**config.mk**
```make
export PLATFORM = sky130hd
export DESIGN_NAME = hazard_unit_flat
export DESIGN_NICKNAME = d
export VERILOG_FILES = /design/src/rtl/hazard_unit_if.sv /design/src/rtl/hazard_unit.sv /design/src/flat_wrapper.sv
export SDC_FILE = /design/constraint.sdc
export NUM_CORES = 1
export LEC_CHECK = 0
export BUFFER_PORTS_ARGS = -buffer_cell sky130_fd_sc_hd__clkbuf_2
export CAP_MARGIN = 20
export CORE_MARGIN = 1
export CORE_UTILIZATION = 35
export CTS_CLUSTER_DIAMETER = 200
export DETAILED_ROUTE_END_ITERATION = 16
export PLACE_DENSITY_LB_ADDON = 0.12
export SETUP_SLACK_MARGIN = 0.2
export SLEW_MARGIN = 20
export SYNTH_ARGS = -nofsm -noshare
export SYNTH_HDL_FRONTEND = slang
export SYNTH_SLANG_ARGS = --single-unit
```
**constraint.sdc**
```tcl
create_clock -name clk -period 2.6 [get_ports clk]
set_input_delay 0 -clock clk [delete_from_list [all_inputs] [get_ports clk]]
set_output_delay 0 -clock clk [all_outputs]
set_load 0.005 [all_outputs]
```
**src/rtl/hazard_unit_if.sv**
```systemverilog
// rtl/hazard_unit_if.sv - decode/memory inputs and stall/flush/counter outputs of the hazard unit
interface hazard_unit_if #(
   parameter int CNT_W = 32
);
   logic [4:0]       rs1;
   logic [4:0]       rs2;
   logic [4:0]       rs3;
   logic             dec_use1;
   logic             dec_use2;
   logic             dec_we;
   logic             redirect_M;
   logic             mem_req_M;
   logic             mem_ready;
   logic             stall_F;
   logic             stall_D;
   logic             stall_E;
   logic             stall_M;
   logic             stall_WB;
   logic             flush_F;
   logic             flush_D;
   logic             flush_E;
   logic             flush_M;
   logic             flush_WB;
   logic             mem_timeout;
   logic [CNT_W-1:0] stall_cnt;
   logic [CNT_W-1:0] flush_cnt;

   modport master (
      output rs1, rs2, rs3, dec_use1, dec_use2, dec_we,
      output redirect_M, mem_req_M, mem_ready,
      input  stall_F, stall_D, stall_E, stall_M, stall_WB,
      input  flush_F, flush_D, flush_E, flush_M, flush_WB,
      input  mem_timeout, stall_cnt, flush_cnt
   );

   modport slave (
      input  rs1, rs2, rs3, dec_use1, dec_use2, dec_we,
      input  redirect_M, mem_req_M, mem_ready,
      output stall_F, stall_D, stall_E, stall_M, stall_WB,
      output flush_F, flush_D, flush_E, flush_M, flush_WB,
      output mem_timeout, stall_cnt, flush_cnt
   );
endinterface

```
**src/rtl/hazard_unit.sv**
```systemverilog
// rtl/hazard_unit.sv - pipeline hazard unit: RAW scoreboard, redirect flush, memory-wait FSM with timeout
// Optional performance counters enabled by macro HAZARD_PERF_CNT_EN.
module hazard_unit #(
   parameter int MEM_TIMEOUT = 255,
   parameter int CNT_W       = 32
) (
   input logic          clk,
   input logic          reset,
   hazard_unit_if.slave bus
);
   typedef enum logic [1:0] {BOOT, RUN, MEM_WAIT} state_t;

   localparam logic [7:0] TIMEOUT_VAL = 8'(MEM_TIMEOUT);

   state_t     state_q, state_d;
   logic [7:0] wait_q, wait_d;

   logic [4:0] e_rd, m_rd, wb_rd;
   logic       e_we, m_we, wb_we;

   logic s_f, s_d, s_e, s_m, s_wb;
   logic f_f, f_d, f_e, f_m, f_wb;
   logic tmo;

   logic mem_block;
   logic timeout_hit;
   logic raw1, raw2, raw;

   assign mem_block   = bus.mem_req_M && !bus.mem_ready;
   assign timeout_hit = (state_q == MEM_WAIT) && mem_block && (wait_q == TIMEOUT_VAL);

   // WB entries never hazard: the regfile writes on the falling edge, so decode reads the new value.
   assign raw1 = bus.dec_use1 && (bus.rs1 != 5'd0) &&
                 ((e_we && (e_rd == bus.rs1)) || (m_we && (m_rd == bus.rs1)));
   assign raw2 = bus.dec_use2 && (bus.rs2 != 5'd0) &&
                 ((e_we && (e_rd == bus.rs2)) || (m_we && (m_rd == bus.rs2)));
   assign raw  = raw1 || raw2;

   always_ff @(posedge clk) begin
      if (reset) begin
         state_q <= BOOT;
         wait_q  <= 8'd0;
      end else begin
         state_q <= state_d;
         wait_q  <= wait_d;
      end
   end

   always_comb begin
      state_d = state_q;
      wait_d  = wait_q;
      s_f = 1'b0; s_d = 1'b0; s_e = 1'b0; s_m = 1'b0; s_wb = 1'b0;
      f_f = 1'b0; f_d = 1'b0; f_e = 1'b0; f_m = 1'b0; f_wb = 1'b0;
      tmo = 1'b0;
      if (!reset) begin
         case (state_q)
            BOOT: begin
               s_f     = 1'b1;
               f_d     = 1'b1;
               f_e     = 1'b1;
               f_m     = 1'b1;
               f_wb    = 1'b1;
               state_d = RUN;
               wait_d  = 8'd0;
            end
            RUN, MEM_WAIT: begin
               if (mem_block && !timeout_hit) begin
                  // wait_q counts wait cycles already spent, including the RUN cycle that entered the wait
                  s_f     = 1'b1;
                  s_d     = 1'b1;
                  s_e     = 1'b1;
                  s_m     = 1'b1;
                  f_wb    = 1'b1;
                  state_d = MEM_WAIT;
                  wait_d  = 8'(wait_q + 8'd1);
               end else begin
                  state_d = RUN;
                  wait_d  = 8'd0;
                  tmo     = timeout_hit;
                  if (bus.redirect_M) begin
                     f_d = 1'b1;
                     f_e = 1'b1;
                     f_m = 1'b1;
                  end else if (raw) begin
                     s_f = 1'b1;
                     s_d = 1'b1;
                     f_e = 1'b1;
                  end
               end
            end
            default: begin
               state_d = BOOT;
               wait_d  = 8'd0;
            end
         endcase
      end
   end

   always_ff @(posedge clk) begin
      if (reset) begin
         e_rd  <= 5'd0;
         e_we  <= 1'b0;
         m_rd  <= 5'd0;
         m_we  <= 1'b0;
         wb_rd <= 5'd0;
         wb_we <= 1'b0;
      end else begin
         if (!s_e) begin
            e_rd <= bus.rs3;
            e_we <= f_e ? 1'b0 : bus.dec_we;
         end
         if (!s_m) begin
            m_rd <= e_rd;
            m_we <= f_m ? 1'b0 : e_we;
         end
         if (!s_wb) begin
            wb_rd <= m_rd;
            wb_we <= f_wb ? 1'b0 : m_we;
         end
      end
   end

   // The WB entry is tracked to mirror the pipeline but feeds no hazard decision.
   logic wb_unused;
   assign wb_unused = ^{wb_rd, wb_we};

   assign bus.stall_F     = s_f;
   assign bus.stall_D     = s_d;
   assign bus.stall_E     = s_e;
   assign bus.stall_M     = s_m;
   assign bus.stall_WB    = s_wb;
   assign bus.flush_F     = f_f;
   assign bus.flush_D     = f_d;
   assign bus.flush_E     = f_e;
   assign bus.flush_M     = f_m;
   assign bus.flush_WB    = f_wb;
   assign bus.mem_timeout = tmo;

`ifdef HAZARD_PERF_CNT_EN
   logic [CNT_W-1:0] stall_cnt_q, flush_cnt_q;
   logic             redirect_flush;

   // Outside BOOT, flush_M can only come from a redirect.
   assign redirect_flush = (state_q != BOOT) && f_m;

   always_ff @(posedge clk) begin
      if (reset) begin
         stall_cnt_q <= '0;
         flush_cnt_q <= '0;
      end else begin
         if (s_f && (state_q != BOOT))
            stall_cnt_q <= stall_cnt_q + 1'b1;
         if (redirect_flush)
            flush_cnt_q <= flush_cnt_q + 1'b1;
      end
   end

   assign bus.stall_cnt = stall_cnt_q;
   assign bus.flush_cnt = flush_cnt_q;
`else
   assign bus.stall_cnt = '0;
   assign bus.flush_cnt = '0;
`endif
endmodule

```
**src/flat_wrapper.sv**
```systemverilog
// flat-port wrapper written by rule: the top's interface ports become plain ports
module hazard_unit_flat 
#(
   parameter int MEM_TIMEOUT = 255,
   parameter int CNT_W       = 32
)
  (clk, reset, bus_rs1, bus_rs2, bus_rs3, bus_dec_use1, bus_dec_use2, bus_dec_we, bus_redirect_M, bus_mem_req_M, bus_mem_ready, bus_stall_F, bus_stall_D, bus_stall_E, bus_stall_M, bus_stall_WB, bus_flush_F, bus_flush_D, bus_flush_E, bus_flush_M, bus_flush_WB, bus_mem_timeout, bus_stall_cnt, bus_flush_cnt);
  hazard_unit_if #(.CNT_W(CNT_W)) bus_i ();
  input logic clk;
  input logic reset;
  input wire logic [$bits(bus_i.rs1)-1:0] bus_rs1;
  input wire logic [$bits(bus_i.rs2)-1:0] bus_rs2;
  input wire logic [$bits(bus_i.rs3)-1:0] bus_rs3;
  input wire logic [$bits(bus_i.dec_use1)-1:0] bus_dec_use1;
  input wire logic [$bits(bus_i.dec_use2)-1:0] bus_dec_use2;
  input wire logic [$bits(bus_i.dec_we)-1:0] bus_dec_we;
  input wire logic [$bits(bus_i.redirect_M)-1:0] bus_redirect_M;
  input wire logic [$bits(bus_i.mem_req_M)-1:0] bus_mem_req_M;
  input wire logic [$bits(bus_i.mem_ready)-1:0] bus_mem_ready;
  output wire logic [$bits(bus_i.stall_F)-1:0] bus_stall_F;
  output wire logic [$bits(bus_i.stall_D)-1:0] bus_stall_D;
  output wire logic [$bits(bus_i.stall_E)-1:0] bus_stall_E;
  output wire logic [$bits(bus_i.stall_M)-1:0] bus_stall_M;
  output wire logic [$bits(bus_i.stall_WB)-1:0] bus_stall_WB;
  output wire logic [$bits(bus_i.flush_F)-1:0] bus_flush_F;
  output wire logic [$bits(bus_i.flush_D)-1:0] bus_flush_D;
  output wire logic [$bits(bus_i.flush_E)-1:0] bus_flush_E;
  output wire logic [$bits(bus_i.flush_M)-1:0] bus_flush_M;
  output wire logic [$bits(bus_i.flush_WB)-1:0] bus_flush_WB;
  output wire logic [$bits(bus_i.mem_timeout)-1:0] bus_mem_timeout;
  output wire logic [$bits(bus_i.stall_cnt)-1:0] bus_stall_cnt;
  output wire logic [$bits(bus_i.flush_cnt)-1:0] bus_flush_cnt;
  assign bus_i.rs1 = bus_rs1;
  assign bus_i.rs2 = bus_rs2;
  assign bus_i.rs3 = bus_rs3;
  assign bus_i.dec_use1 = bus_dec_use1;
  assign bus_i.dec_use2 = bus_dec_use2;
  assign bus_i.dec_we = bus_dec_we;
  assign bus_i.redirect_M = bus_redirect_M;
  assign bus_i.mem_req_M = bus_mem_req_M;
  assign bus_i.mem_ready = bus_mem_ready;
  assign bus_stall_F = bus_i.stall_F;
  assign bus_stall_D = bus_i.stall_D;
  assign bus_stall_E = bus_i.stall_E;
  assign bus_stall_M = bus_i.stall_M;
  assign bus_stall_WB = bus_i.stall_WB;
  assign bus_flush_F = bus_i.flush_F;
  assign bus_flush_D = bus_i.flush_D;
  assign bus_flush_E = bus_i.flush_E;
  assign bus_flush_M = bus_i.flush_M;
  assign bus_flush_WB = bus_i.flush_WB;
  assign bus_mem_timeout = bus_i.mem_timeout;
  assign bus_stall_cnt = bus_i.stall_cnt;
  assign bus_flush_cnt = bus_i.flush_cnt;
  hazard_unit #(.MEM_TIMEOUT(MEM_TIMEOUT), .CNT_W(CNT_W)) u_core (.clk(clk), .reset(reset), .bus(bus_i));
endmodule
```
==> After elaboration in Yosys (flattened, before gate mapping) <==
Cells that the tools add are included.
W data, S select, Z words.
{ "classes": {"addsub": 1, "n_eq_ne": 7, "mux": 27, "bitwise_logic": 2, "reduce_logical": 22} }
{ "op_table": {"columns": ["cell", "count"], "rows": [
  ["$mux W1", 21],
  ["$eq A5 B5 Y1", 4],
  ["$logic_and A1 B1 Y1", 12],
  ["$reduce_bool A5 Y1", 2],
  ["$add A8 B1 Y8 const B", 1],
  ["$eq A8 B8 Y1 const B", 1],
  ["$pmux W1 S2", 4],
  ["$pmux W2 S2", 1],
  ["$logic_or A1 B1 Y1", 3],
  ["$reduce_or A3 Y1", 1],
  ["$eq A2 B1 Y1 const B", 1],
  ["$eq A2 B2 Y1 const B", 1],
  ["$logic_not A1 Y1", 2],
  ["$logic_not A2 Y1", 1],
  ["$mux W2", 1],
  ["$not A1 Y1", 2],
  ["$reduce_or A2 Y1", 1]
]} }
{ "word_totals": {"register_bits": 22, "wordCells": 65} }

==> Longest topological paths before layout <==
{ "depth": {"depth_word": 11, "ltp_mapped": 9} }

==> Worst setup path after synthesis <==
OpenSTA, ideal clock, no wires.
{ "synth_path": {"kind": "register to register", "start": "reg u_core.wait_q[0]", "end": "reg u_core.e_we", "setup_ns": 0.117, "t_arrival_ns": 1.686, "path_slack_ns": 0.797, "path_stages_with_launch": 8, "n_path_buf": 2, "synth_period_minus_slack_ns": 1.803, "cell_sequence": "dfxtp_1 > ha_1 > nand3_2 > or3_1 > nor2b_4 > buf_6 > buf_8 > a32o_1"} }
{ "synth_via": {"elab_chain_len": 8} }
{ "synth_rtl": {"columns": ["element", "line_no", "text"], "rows": [
  ["from (decl)", "hazard_unit.sv:16", "logic [7:0] wait_q, wait_d;"],
  ["from (signal assigned)", "hazard_unit.sv:45", "wait_q <= wait_d;"],
  ["$eq A8 B8 Y1 *", "hazard_unit.sv:30", "assign timeout_hit = (state_q == MEM_WAIT) && mem_block && (wait_q == TIMEOUT_VAL);"],
  ["$logic_and A1 B1 Y1 *", "hazard_unit.sv:30", null],
  ["$logic_not A1 Y1 *", "hazard_unit.sv:67", "if (mem_block && !timeout_hit) begin"],
  ["$logic_and A1 B1 Y1 *", "hazard_unit.sv:67", null],
  ["$mux W1", "hazard_unit.sv:67", null],
  ["$pmux W1 S2", "hazard_unit.sv:56", "case (state_q)"],
  ["$mux W1", "hazard_unit.sv:55", "if (!reset) begin"],
  ["$mux W1", "hazard_unit.sv:110", "e_we <= f_e ? 1'b0 : bus.dec_we;"],
  ["to (signal assigned)", "hazard_unit.sv:110", null],
  ["to (decl)", "hazard_unit.sv:19", "logic e_we, m_we, wb_we;"]
]} }
Every way passes the cells marked *; elsewhere a longest branch is shown, timed or not.
A chain may end at the register's enable or synchronous reset.

==> Worst setup path in the final report <==
{ "layout_path": {"start": "reg u_core.wait_q[0]", "end": "out bus_stall_D"} }
{ "layout_via": {"elab_chain_len": 7} }
{ "layout_rtl": {"columns": ["element", "line_no", "text"], "rows": [
  ["$eq A8 B8 Y1", "hazard_unit.sv:30", null],
  ["$logic_and A1 B1 Y1", "hazard_unit.sv:30", null],
  ["$logic_not A1 Y1", "hazard_unit.sv:67", null],
  ["$logic_and A1 B1 Y1", "hazard_unit.sv:67", null],
  ["$mux W1", "hazard_unit.sv:67", null],
  ["$mux W1", "hazard_unit.sv:56", null],
  ["$mux W1", "hazard_unit.sv:55", null],
  ["to (decl)", "flat_wrapper.sv:21", "output wire logic [$bits(bus_i.stall_D)-1:0] bus_stall_D;"]
]} }
Every way passes these cells.

==> reports/summary.txt <==
Gr ovfl total = 0
TritonRoute pass-1 iters = 4
Residual DRC count = 0
CTS tree = yes
Port bufs = 31
Total CTS buffers = 3
Via Count = 1249
Crit path from = u_core.wait_q[0]
Final setup viols = 0
Core ar. = 4820 sq um
Post-synth EDFFs = 0
Clock tree buffer depth = 2
Vias per cell = 4.00
Worst EP required = 2.60 ns
Hold Path Class = input port to register
R2R cell count = 7
Leakage = 0.836 nW
Seq/Total Area, Yosys = 0.248
Clk_lat worst skew = 0.26 ns
WHS Endpoint = u_core.m_we
Clock tree sinks = 22
Syn-to-layout area delta = 2.67%
Simple-gate area share of the yosys netlist = 0.159
Worst Path Arrival = 2.13 ns
Wire per inst = 9.69 um
Final setup TNS = 0 ns
Die area = 5370 sq um
IO Count = 98
Most common cell in the netlist = buf_4
Multi-input combinational cell area = 1010 sq um
Largest net degree at the start of global routing = 17
Initial Util = 0.369
Xor/xnor share of the synthesized area = 0.128
Reg2reg setup slack = 0.69 ns
Pins Over Slew Limit = 0
GPL Wtd Cong = 0.764
Register bit total from synthesis = 22
Synth Instances = 211
Vias in the first global route = 1022
HP Start = reset
Max VDD drop = 0.000246 V
Post-Place Cells = 303
Post-synthesis mux area share = 0.0563
Maxcap violations = 0
Dpl hpwl = 2410 um
Max stage delay on crit path = 0.47 ns
Die W = 73.3 um
Post-synthesis cell type count = 38
CP bufs+invs = 1
Filler Cells Inserted = 525
Antenna fix cells = 0
Worst r2r dst = u_core.wait_q[1]
Post-synth top area cell = buf_4
Crit-path cells = ha_1 -> nand3_2 -> or3_1 -> nor2b_4 -> nand2_2 -> o41ai_1 -> clkbuf_2
Core Rows = 25
Synthesized area per cell = 8.43 sq um
Final Cycle Share = 0.820
PostCTS Resize Cnt = 0
Non-Filler Instances = 312
CTS Root Cell = clkbuf_8
Peak Freq = 469 MHz
Least-Margin Pin Slew = 0.525 ns
Routed Antenna Nets = 0
Area contributors post-synth = buf_4, dfxtp_1, xnor2_1, mux2i_1, nor2_1
Synth Area in Compound Gates = 0.0577
Final wirelength = 3020 um
Sequential cell area = 440 sq um
Final Hold Viols = 0
Startpoint Class = register
Adder-Cell Fraction of Synth Area = 0.0281
Rel. slew slack = 0.649
Global-route wire length before repair = 4800 um
DRT iter0 DRCs = 39
Worst R2R Start = u_core.wait_q[0]
GRT Util Overall = 0.116
Dominant combinational cell family by area after synthesis = buffers and inverters
Clock-pin slew on the worst setup and hold paths = 0.08 ns
Final min period = 2.13 ns
Post-route clock skew = 0.000965 ns
Share of the synthesized area in the top cell type = 0.287
H-Tree Depth = 1
Status = finished clean
Setup crit end kind = primary output
Top Family by Delay on Critical Path = simple AND/OR/NAND/NOR gates
Initial antenna violation count = 0
Leading cell types by count after synthesis = buf_4, dfxtp_1, xnor2_1, nor2_1, nand2_1
Final nets = 273
Synth warn = 0
Asr flop ratio synth = 0
Critical path depth in cells = 7
WHS Path Cells = 2
RSZ-0062 raised after global routing = false
Pwr dens = 423 nW/um^2
Layout cells sized above 1 = 0.163
CP Max Fanout = 16
Netlist Area Pre-Place = 1780 sq um
Critical-path top delay cell = nor2b_4
CP Class = register to primary output
Main synth FF type = dfxtp_1
Die H = 73.3 um
-- sequential cells by signal, summed over array words and instances (netlist names) --
signal	cells
u_core.e_rd	5
u_core.m_rd	5
u_core.m_we	1
u_core.wait_q	8
u_core.state_q	2
u_core.e_we	1
-- cells by family after synthesis --
group | count (synthesis)
AOI/OAI and AO/OA | 13
adders and majority gates | 4
buffers and inverters | 79
DFF | 22
other | 1
xor gates and xnor gates | 26
muxes | 10
and+or+nand+nor | 56
-- per-stage QoR --
stage,setup slack [ns],instance area [sq um],power (mW),hold WS (ns),util
3_5_place_dp,0.685,1720,0.528,0.249,0.357
2_1_floorplan,0.797,2020,0.555,0.0365,-
4_1_cts,0.420,1830,0.786,0.156,0.379
5_1_grt,0.268,1830,0.824,0.167,0.379
3_3_place_gp,0.734,1720,0.529,0.244,0.357
6_report,0.467,1830,0.773,0.151,0.379
-- layer usage --
metal  wire length (um)  vias to the layer above  part of all wire  GRT usage
met4                 23                        0            0.0076     0.0327
li1                   -                      625                 -          -
met2               1500                       61              0.50      0.194
met5                  0                        -                 0          0
met3                163                        2             0.054     0.0233
met1               1330                      561              0.44      0.152
-- how the worst max path moves through the flow --
stage / to / slack [ns]
2_1_floorplan: u_core.e_we / 0.80
3_3_place_gp: u_core.e_we / 0.73
3_5_place_dp: u_core.wait_q[1] / 0.68
4_1_cts: bus_stall_D / 0.42
5_1_grt: bus_stall_D / 0.27
6_report: bus_stall_D / 0.47
-- cell usage in the layout (no fill, tap or decap), types with 2 or more instances in the layout --
master / count
a32oi_1: 2
clkbuf_2: 31
clkbuf_8: 4
conb_1: 66
dfxtp_1: 22
dlygate4sd3_1: 5
ha_1: 4
inv_1: 7
mux2i_1: 10
nand2_1: 11
nand3_1: 6
nand4_1: 4
nor2_1: 21
nor3_1: 3
o21a_1: 2
o22ai_1: 2
xnor2_1: 22
xor2_1: 4
-- where the power goes --
group          internal [mW]  switching [mW]  total, mW
Clock                  0.135           0.113      0.247
Sequential             0.351          0.0152      0.366
Combinational         0.0710          0.0883      0.159
-- repair_timing --
action | in CTS | in global routing
endpoints found under the hold margin | 5 | 0
endpoints found under the setup margin | 0 | 0
hold buffers | 5 | 0
buffers inserted | 0 | 0
-- final cells by class --
class                      count  share of cell area
clock buffer                   4              0.0302
inverter                       8              0.0164
multi-input combinational    175               0.554
sequential                    22               0.241
tap                           67              0.0459
timing repair buffer          36               0.112
Power figures use the tool's default switching activity.
